File: config.mk
export PLATFORM = sky130hd
export DESIGN_NAME = poly1305_mac_sequencer
export DESIGN_NICKNAME = d
export VERILOG_FILES = /design/src/rtl/poly1305_pkg.sv /design/src/rtl/poly1305_finalize.sv /design/src/rtl/poly1305_mac_sequencer.sv
export SDC_FILE = /design/constraint.sdc
export NUM_CORES = 2
export LEC_CHECK = 0
export ABC_AREA = 1
export CAP_MARGIN = 20
export CELL_PAD_IN_SITES_DETAIL_PLACEMENT = 1
export CELL_PAD_IN_SITES_GLOBAL_PLACEMENT = 1
export CORE_AREA = 8 8 551 553
export DETAILED_ROUTE_END_ITERATION = 7
export DIE_AREA = 0 0 559 561
export PLACE_DENSITY_LB_ADDON = 0.1
export SKIP_LAST_GASP = 1
export SLEW_MARGIN = 30
export SYNTH_ARGS = -nofsm -noshare
export SYNTH_HDL_FRONTEND = slang
export SYNTH_HIERARCHICAL = 1
export SYNTH_SLANG_ARGS = --single-unit
File: constraint.sdc
create_clock -name clk -period 7.2 [get_ports clk]
set_input_delay 1.08 -clock clk [delete_from_list [all_inputs] [get_ports clk]]
set_output_delay 1.08 -clock clk [all_outputs]
set_load 0.005 [all_outputs]
File: src/rtl/poly1305_pkg.sv
// poly1305_pkg: shared Poly1305 widths, prime, r clamp mask, sequencer states and block padding helper
package poly1305_pkg;
  localparam int ACC_W = 130;
  localparam int KEY_W = 128;
  localparam int PROD_W = 258;
  localparam logic [ACC_W-1:0] P = 130'h3_ffffffff_ffffffff_ffffffff_fffffffb;
  localparam logic [KEY_W-1:0] CLAMP = 128'h0ffffffc_0ffffffc_0ffffffc_0fffffff;
  typedef enum logic [2:0] {IDLE, WAIT_BLK, MUL, RED, FINAL} state_t;
  function automatic logic [KEY_W:0] pad_block(input logic [KEY_W-1:0] data, input logic [4:0] len);
    logic [KEY_W:0] one;
    one = (KEY_W + 1)'(1) << {len, 3'b000};
    return ({1'b0, data} & (one - (KEY_W + 1)'(1))) | one;
  endfunction
endpackage

File: src/rtl/poly1305_finalize.sv
// poly1305_finalize: final subtract of P from acc then add s mod 2^128 (in: acc, s; out: tag)
module poly1305_finalize
  import poly1305_pkg::*;
(
  input  logic [ACC_W-1:0] acc,
  input  logic [KEY_W-1:0] s,
  output logic [KEY_W-1:0] tag
);
  assign tag = KEY_W'((acc >= P ? acc - P : acc) + {2'b00, s});
endmodule

File: src/rtl/poly1305_mac_sequencer.sv
// poly1305_mac_sequencer: Poly1305 MAC sequencer (key load, block handshake, external mul/red control, tag/busy/err outputs)
module poly1305_mac_sequencer
  import poly1305_pkg::*;
#(
  parameter int TIMEOUT = 256
) (
  input  logic              clk,
  input  logic              reset,
  input  logic              key_load,
  input  logic [KEY_W-1:0]  r_in,
  input  logic [KEY_W-1:0]  s_in,
  input  logic              blk_valid,
  output logic              blk_ready,
  input  logic [KEY_W-1:0]  blk_data,
  input  logic [4:0]        blk_len,
  input  logic              blk_last,
  output logic              mul_start,
  output logic [ACC_W-1:0]  mul_a,
  output logic [KEY_W-1:0]  mul_b,
  input  logic [PROD_W-1:0] mul_product,
  input  logic              mul_done,
  output logic              red_start,
  output logic [PROD_W-1:0] red_in,
  input  logic [ACC_W-1:0]  red_out,
  input  logic              red_done,
  output logic              tag_valid,
  output logic [KEY_W-1:0]  tag,
  output logic              busy,
  output logic              err
);
  localparam int CW = $clog2(TIMEOUT + 1);
  state_t state, state_next;
  logic [KEY_W-1:0] r, s, tag_final;
  logic [ACC_W-1:0] acc;
  logic [ACC_W:0] sum;
  logic [CW-1:0] cnt;
  logic last, accept, len_bad, abort;
  assign mul_b = r;
  poly1305_finalize u_finalize (.acc(acc), .s(s), .tag(tag_final));
  always_comb begin
    blk_ready = state == WAIT_BLK && !key_load;
    busy = state inside {MUL, RED, FINAL};
    accept = blk_valid && blk_ready;
    len_bad = blk_len == 5'd0 || blk_len > 5'd16;
    sum = {1'b0, acc} + {2'b00, pad_block(blk_data, blk_len)};
    abort = cnt == CW'(TIMEOUT - 1) && ((state == MUL && !mul_done) || (state == RED && !red_done));
    state_next = state;
    case (state)
      IDLE:     state_next = key_load ? WAIT_BLK : IDLE;
      WAIT_BLK: state_next = key_load ? WAIT_BLK : accept ? (len_bad ? IDLE : MUL) : WAIT_BLK;
      MUL:      state_next = mul_done ? RED : abort ? IDLE : MUL;
      RED:      state_next = red_done ? (last ? FINAL : WAIT_BLK) : abort ? IDLE : RED;
      FINAL:    state_next = IDLE;
      default:  state_next = IDLE;
    endcase
  end
  always_ff @(posedge clk) begin
    if (reset) begin
      state <= IDLE;
      r <= '0;
      s <= '0;
      acc <= '0;
      last <= 1'b0;
      cnt <= '0;
      err <= 1'b0;
      tag <= '0;
      tag_valid <= 1'b0;
      mul_start <= 1'b0;
      red_start <= 1'b0;
      mul_a <= '0;
      red_in <= '0;
    end else begin
      state <= state_next;
      cnt <= cnt + CW'(1);
      mul_start <= 1'b0;
      red_start <= 1'b0;
      tag_valid <= 1'b0;
      if (key_load && (state == IDLE || state == WAIT_BLK)) begin
        r <= r_in & CLAMP;
        s <= s_in;
        acc <= '0;
        err <= 1'b0;
        tag <= '0;
      end
      if (accept && len_bad) err <= 1'b1;
      // 2^130 == 5 mod P, so the carry bit of the sum folds back in as +5
      if (accept && !len_bad) begin
        mul_a <= sum[ACC_W-1:0] + (sum[ACC_W] ? ACC_W'(5) : '0);
        last <= blk_last;
        mul_start <= 1'b1;
        cnt <= '0;
      end
      if (state == MUL && mul_done) begin
        red_in <= mul_product;
        red_start <= 1'b1;
        cnt <= '0;
      end
      if (state == RED && red_done) acc <= red_out;
      if (abort) err <= 1'b1;
      if (state == FINAL) begin
        tag <= tag_final;
        tag_valid <= 1'b1;
      end
    end
  end
endmodule
Yosys cells after proc, flatten, opt, wreduce, memory -nomap -nowiden
Index checks and enable logic that the tools add are counted.
Widths: inputs -> output; s select.
{ "classes": {"n_addsub": 6, "mul": 0, "n_div": 0, "magnitude_cmp": 2, "eq_ne": 5, "shifts": 1, "muxes": 22, "n_bitwise": 2, "reduce_logical": 24} }
{ "op_table": {"columns": ["cell", "count"], "rows": [
  ["$mux 128", 3],
  ["$mux 130", 2],
  ["$add 130x129->131", 1],
  ["$add 130x3->130", 1],
  ["$ge 130x130->1 const B", 1],
  ["$and 128x129->129", 1],
  ["$or 129x129->129", 1],
  ["$shl 1x8->129 const A", 1],
  ["$sub 129x1->129 const B", 1],
  ["$add 128x128->128", 1],
  ["$sub 128x128->128 const B", 1],
  ["$mux 2", 6],
  ["$pmux 3 s4", 1],
  ["$logic_and 1x1->1", 10],
  ["$add 9x1->9 const B", 1],
  ["$eq 9x8->1 const B", 1],
  ["$mux 3", 3],
  ["$mux 1", 7],
  ["$eq 3x2->1 const B", 2],
  ["$reduce_bool 3->1", 2],
  ["$gt 5x5->1 const B", 1],
  ["$logic_not 5->1", 1],
  ["$logic_not 1->1", 4],
  ["$reduce_bool 2->1", 2],
  ["5 further kinds", 7]
]} }
{ "word_totals": {"reg_bits": 897, "latchBits": 0, "ram_bits": 0, "mem_bits_ro": 0, "input_bits": 784, "out_inout_bits": 650, "elab_cells": 75, "mem_count": 0} }

Longest topological paths before layout
{ "depth": {"depth_word": 7, "ltp_mapped": 49, "mapped_depth_nobuf": 48} }

By module
Netlist, hierarchy kept.
{ "modules_own_cells": {"columns": ["module", "instances", "cells_each", "area_each_um2", "seq_area_each_um2"], "rows": [
  ["poly1305_mac_sequencer", 1, 8933, 53649.0, 17957.2],
  ["poly1305_finalize", 1, 3519, 15830.2, 0.0]
]} }

Worst setup path before layout
No wires, ideal clock.
{ "synth_path": {"path_type": "input -> register", "start": "input port blk_len[4]", "end": "register mul_a[126]", "setup_ns": 0.112, "arrival_time_ns": 6.507, "t_required_ns": 7.088, "path_slack_ns": 0.581, "stages": 44, "n_path_buf": 1, "path_cell_list": "nor2_2 > inv_1 > nor2_1 > nand2_1 > ha_1 > clkbuf_1 > nand2_1 > a21oi_1 > inv_1 > nor2_1 > o31ai_1 > o21ai_0 > ha_1 > nand2_1 > inv_1 > nand2_1 > nor2_1 > nand2_1 > [... 8 more ...] > nand2_1 > nand3_2 > nor2_1 > nand2_1 > nor2_2 > nand3_2 > inv_2 > nand2_2 > nor2_4 > nand4_1 > nor2_2 > nand3_2 > nor2_4 > nand2_1 > nand2_1 > nand2_1 > nand2_1 > nand2_1"} }
{ "synth_via": {"elab_chain_cells": 7, "elab_cells_between_ends": 12, "classes_between": "add/sub: 3; order compare: 1; shift: 1; mux: 1; bitwise: 2; reduce/logical: 4"} }
{ "synth_rtl": {"columns": ["element", "line", "rtl"], "rows": [
  ["start, declared", "poly1305_mac_sequencer.sv:15", "input logic [4:0] blk_len,"],
  ["$shl 1x8->129", "poly1305_pkg.sv:11", "one = (KEY_W + 1)'(1) << {len, 3'b000};"],
  ["$sub 129x1->129", "poly1305_pkg.sv:12", "return ({1'b0, data} & (one - (KEY_W + 1)'(1))) | one;"],
  ["$and 128x129->129", "poly1305_pkg.sv:12", null],
  ["$or 129x129->129", "poly1305_pkg.sv:12", null],
  ["$add 130x129->131", "poly1305_mac_sequencer.sv:45", "sum = {1'b0, acc} + {2'b00, pad_block(blk_data, blk_len)};"],
  ["$mux 3", "poly1305_mac_sequencer.sv:88", "mul_a <= sum[ACC_W-1:0] + (sum[ACC_W] ? ACC_W'(5) : '0);"],
  ["$add 130x3->130", "poly1305_mac_sequencer.sv:88", null],
  ["end signal, assigned", "poly1305_mac_sequencer.sv:88", null],
  ["end, declared", "poly1305_mac_sequencer.sv:18", "output logic [ACC_W-1:0] mul_a,"]
]} }
Several ways; a longest one is shown, not always the timed one.
A chain may end at the register's enable or synchronous reset.

Worst setup path in the final report
{ "layout_path": {"start": "input port blk_len[1]", "end": "register mul_a[105]"} }
Same word-level chain as after synthesis.

==> qor.csv <==
stage;metric;value;unit
place;gp_congestion;0.963;
detailed_routing;vias_per_cell;4.65;
hold_path;hold_depth;1;
flow_run;maxCapViolations;0;
status;status;finished, final reports clean;
sta;tightest_slew;1.16;ns
synth;syn_area_per_cell;5.58;um2
grt;grt_pass1_wl;669;mm
clock_tree;clock_path_buffers;4;
critical_path;cp_data_required_time;7.88;ns
critical_path;critical_path.endpoint_type;flip-flop;
critical_path;worstReg2RegStart;acc[129]$_SDFFE_PP0P_;
sta;drv_slew;0;
synth;yosysMostFrequentCell;nand2_1;
die;die_h;561;um
clock_tree;cts_tree;done;
critical_path;critPathTopFamily;simple AND/OR/NAND/NOR gates;
clock_tree;root_buffer;clkbuf_16;
synth;synth_top_area_share;25.8;%
detailed_routing;drc;0;
detailed_routing;wl_per_cell;25.7;um
finish;postLayoutCoreUtil;33.8;%
sta;finClkSkew;0.127;ns
finish;seq_area;18000;um2
synth;synth_area;69500;um2
detailed_routing;topRoutingLayerUsed;met5;
pwr;power;14.1;mW
critical_path;path_class;input port to flip-flop;
sta;finalHoldViolCount;0;
synth;synth_seq_area_share;25.8;%
sta;maxSlewHeadroom;22.9;%
critical_path;regToRegSetupSlack;1.22;ns
critical_path;r2r_cells;21;
synth;ys_ff_latch;897;
pwr;power.density;142;nW/um2
critical_path;cp_slowest_stage_delay;0.50;ns
detailed_routing;vias;87100;
place;placed_cells;18500;
hold_path;hold-path-endpoint;cnt[0]$_SDFF_PP0_;
clock_tree;cts_sinks;897;
detailed_routing;antenna_left;0;
synth;synth_cells;12500;
clock_tree;h-tree-depth;3;
clock_tree;path_clk_slew;0.06;ns
synth;synth.largest_area_cell;dfxtp_1;
synth;ys_warn_count;6;
die;core-area;295000;um2
synth;async_flop_share;0;%
synth;synth_edf_count;0;
die;die_width;559;um
sta;min_period;6.86;ns
pwr;p_leak;49.3;nW
sta;max_freq;146;MHz
clock_tree;numCtsBuffers;119;
grt;antenna_found_initial;73;
detailed_routing;firstDrtPassIters;5;
die;rows;200;
clock_tree;hold_buffers;0;
synth;synth_cell_types;58;
finish;final_cells;18700;
die;initial_core_util;23.5;%
critical_path;cp_common_cell;nand2_1;
grt;grt_use_total;29.2;%
die;num_io_pins;1434;
critical_path;worst-path-buf-inv;8;
finish;multi_input_area;42400;um2
grt;grt_max_degree;162;
grt;grt_pass1_vias;90300;
sta;finalCritPeriodShare;95.3;%
detailed_routing;wl;481;mm
finish;drive_above_1_share;12.5;%
synth;ys_top_cells_by_count;4,208 x nand2_1, 2,064 x inv_1, 1,940 x nor2_1;
critical_path;cp_max_fo;6;
pwr;peakVddDrop;0.000185;V
clock_tree;clock_latency;0.91;ns
finish;fill_cells;38400;
die;die_area;314000;um2
critical_path;slowest_stage;clkdlybuf4s50_1;
hold_path;min_from;cnt[0]$_SDFF_PP0_;
grt;gr-total-overflow;0;
detailed_routing;wl_met3;23.4;mm
place;io_buffers;1389;
place;hpwl;418;mm
detailed_routing;drt_iter0_drc;5232;
synth;synthFlopType;dfxtp_1;
critical_path;start_kind;input port;
critical_path;r2r_end;tag[107]$_SDFFE_PP0P_;
detailed_routing;m1WireLength;200;mm
finish;area_delta_synth_final;43.5;%
sta;finalSetupViolCount;0;
detailed_routing;met2_length;238;mm
critical_path;cp.arrival;7.54;ns
synth;synthTopCellsByArea;dfxtp_1 26%, nand2_1 23%, inv_1 11%, nor2_1 10%, o21ai_0 5.1%;
finish;finalNetCount;15700;
hold_path;hp-class;flip-flop to flip-flop;
## worst reg2reg max path, cell delays in order, from the launching register on
cell	delay, ns
dfxtp_1	0.68
nand4_1	0.20
nor2_1	0.15
nand3_1	0.22
nor2_1	0.56
nand2_1	0.42
inv_2	0.42
buf_12	0.25
buf_4	0.29
nor2_1	0.10
ha_1	0.39
nand2_1	0.19
nor2_1	0.29
nand2_1	0.16
nor2_1	0.25
nand2_1	0.24
nor4_2	0.19
nand2_1	0.23
nand4_1	0.13
nand2_1	0.18
nand2_1	0.12
o21ai_0	0.09
## state kept, by name, summed over array words and instances (netlist names), 3 cells and up
signal,count
red_in,258
state,3
acc,130
s,128
cnt,9
tag,128
mul_b,106
mul_a,130
## logic make-up after synthesis
group | Yosys count | synth area share (%)
AND/OR/NAND/NOR | 7519 | 45.3
buffers and inverters | 2484 | 13.6
XOR/XNOR | 110 | 1.39
flip-flops | 897 | 25.8
other | 1 | 0.00540
AO/OA/AOI/OAI | 1162 | 8.84
adder cells (fa/ha/maj) | 279 | 5.05
## repair_timing
item                                    CTS  global route
resized for setup                         4            61
setup buffers                             2             5
gates cloned                              0             0
pin swaps                                 1            19
endpoints found under the setup margin   66            89
## metrics by stage
stage          worst slack (ns)  instance area, um2  TNS, ns  hold slack [ns]
2_1_floorplan             0.581               69600        0            0.418
3_3_place_gp              -1.07               95100   -80.34            0.430
3_5_place_dp              -1.21               95200   -94.60            0.441
4_1_cts                  0.0237               99300        0            0.458
5_1_grt                 -0.0277               99700  -0.0902            0.478
6_report                  0.341               99700        0            0.453
## worst max-delay path by stage
| stage | from | to | slack (ns) | depth (start not counted) |
|---|---|---|---|---|
| global placement | blk_len[4] | mul_a[122]$_SDFFE_PP0P_ | -1.07 | 46 |
| finish | blk_len[1] | mul_a[105]$_SDFFE_PP0P_ | 0.34 | 47 |
| global route | blk_len[1] | mul_a[75]$_SDFFE_PP0P_ | -0.03 | 51 |
| detailed placement | blk_len[4] | mul_a[122]$_SDFFE_PP0P_ | -1.21 | 46 |
| CTS | blk_len[3] | mul_a[122]$_SDFFE_PP0P_ | 0.02 | 47 |
| floorplan | blk_len[4] | mul_a[126]$_SDFFE_PP0P_ | 0.58 | 44 |
## layout make-up
| type | count | share of cell area [%] |
|---|---|---|
| Sequential cell | 897 | 18.0 |
| Multi-Input combinational cell | 9092 | 42.6 |
| Clock buffer | 178 | 3.62 |
| Clock inverter | 39 | 0.507 |
| Antenna cell | 27 | 0.0677 |
| Inverter | 2147 | 8.11 |
| Tap cell | 3939 | 4.94 |
| Timing Repair Buffer | 2420 | 22.2 |
## per-layer routing
layer,global-route usage (%),up-vias
li1,-,42300
met1,35.0,42000
met5,0,-
met4,9.84,18
met3,4.30,531
met2,53.2,2245
## power breakdown
group	leakage [nW]	switching (mW)	internal [mW]
Clock	2.04	2.57	3.81
Sequential	7.29	0.114	5.10
Combinational	40.0	1.46	1.07
Total	49.3	4.15	9.98
## cell usage in the layout, fill, tap and decap left out, types with 7 or more instances in the layout
cell             netlist  layout
nand2_1             4208    4194
inv_1               2064    2062
nor2_1              1940    1923
clkdlybuf4s50_1        0    1385
buf_4                 22     992
dfxtp_1              897     897
o21ai_0              705     702
nand3_1              690     683
a21oi_1              349     347
ha_1                 277     275
nand2_2              182     191
nor2_2               151     154
clkbuf_16              0     121
xor2_1               103     103
nand4_1               93      93
nor2_4                60      74
inv_2                 70      68
nand3_2               53      58
nor3_1                57      57
clkbuf_8               1      38
buf_12                 0      34
diode_2                0      27
o21bai_1              25      24
a22o_1                23      23
conb_1                 1      22
a32o_1                21      21
clkbuf_1             280      20
nor3_2                21      19
clkinv_2               0      18
o21ai_1               14      17
nand2_4               11      16
and2_1                15      15
nand3b_1              12      12
clkinv_1              12      11
bufinv_16              0      10
nor4_1                10       9
a21oi_2                7       8
xnor2_1                7       7
No activity file was read; power rests on OpenSTA's default activity.
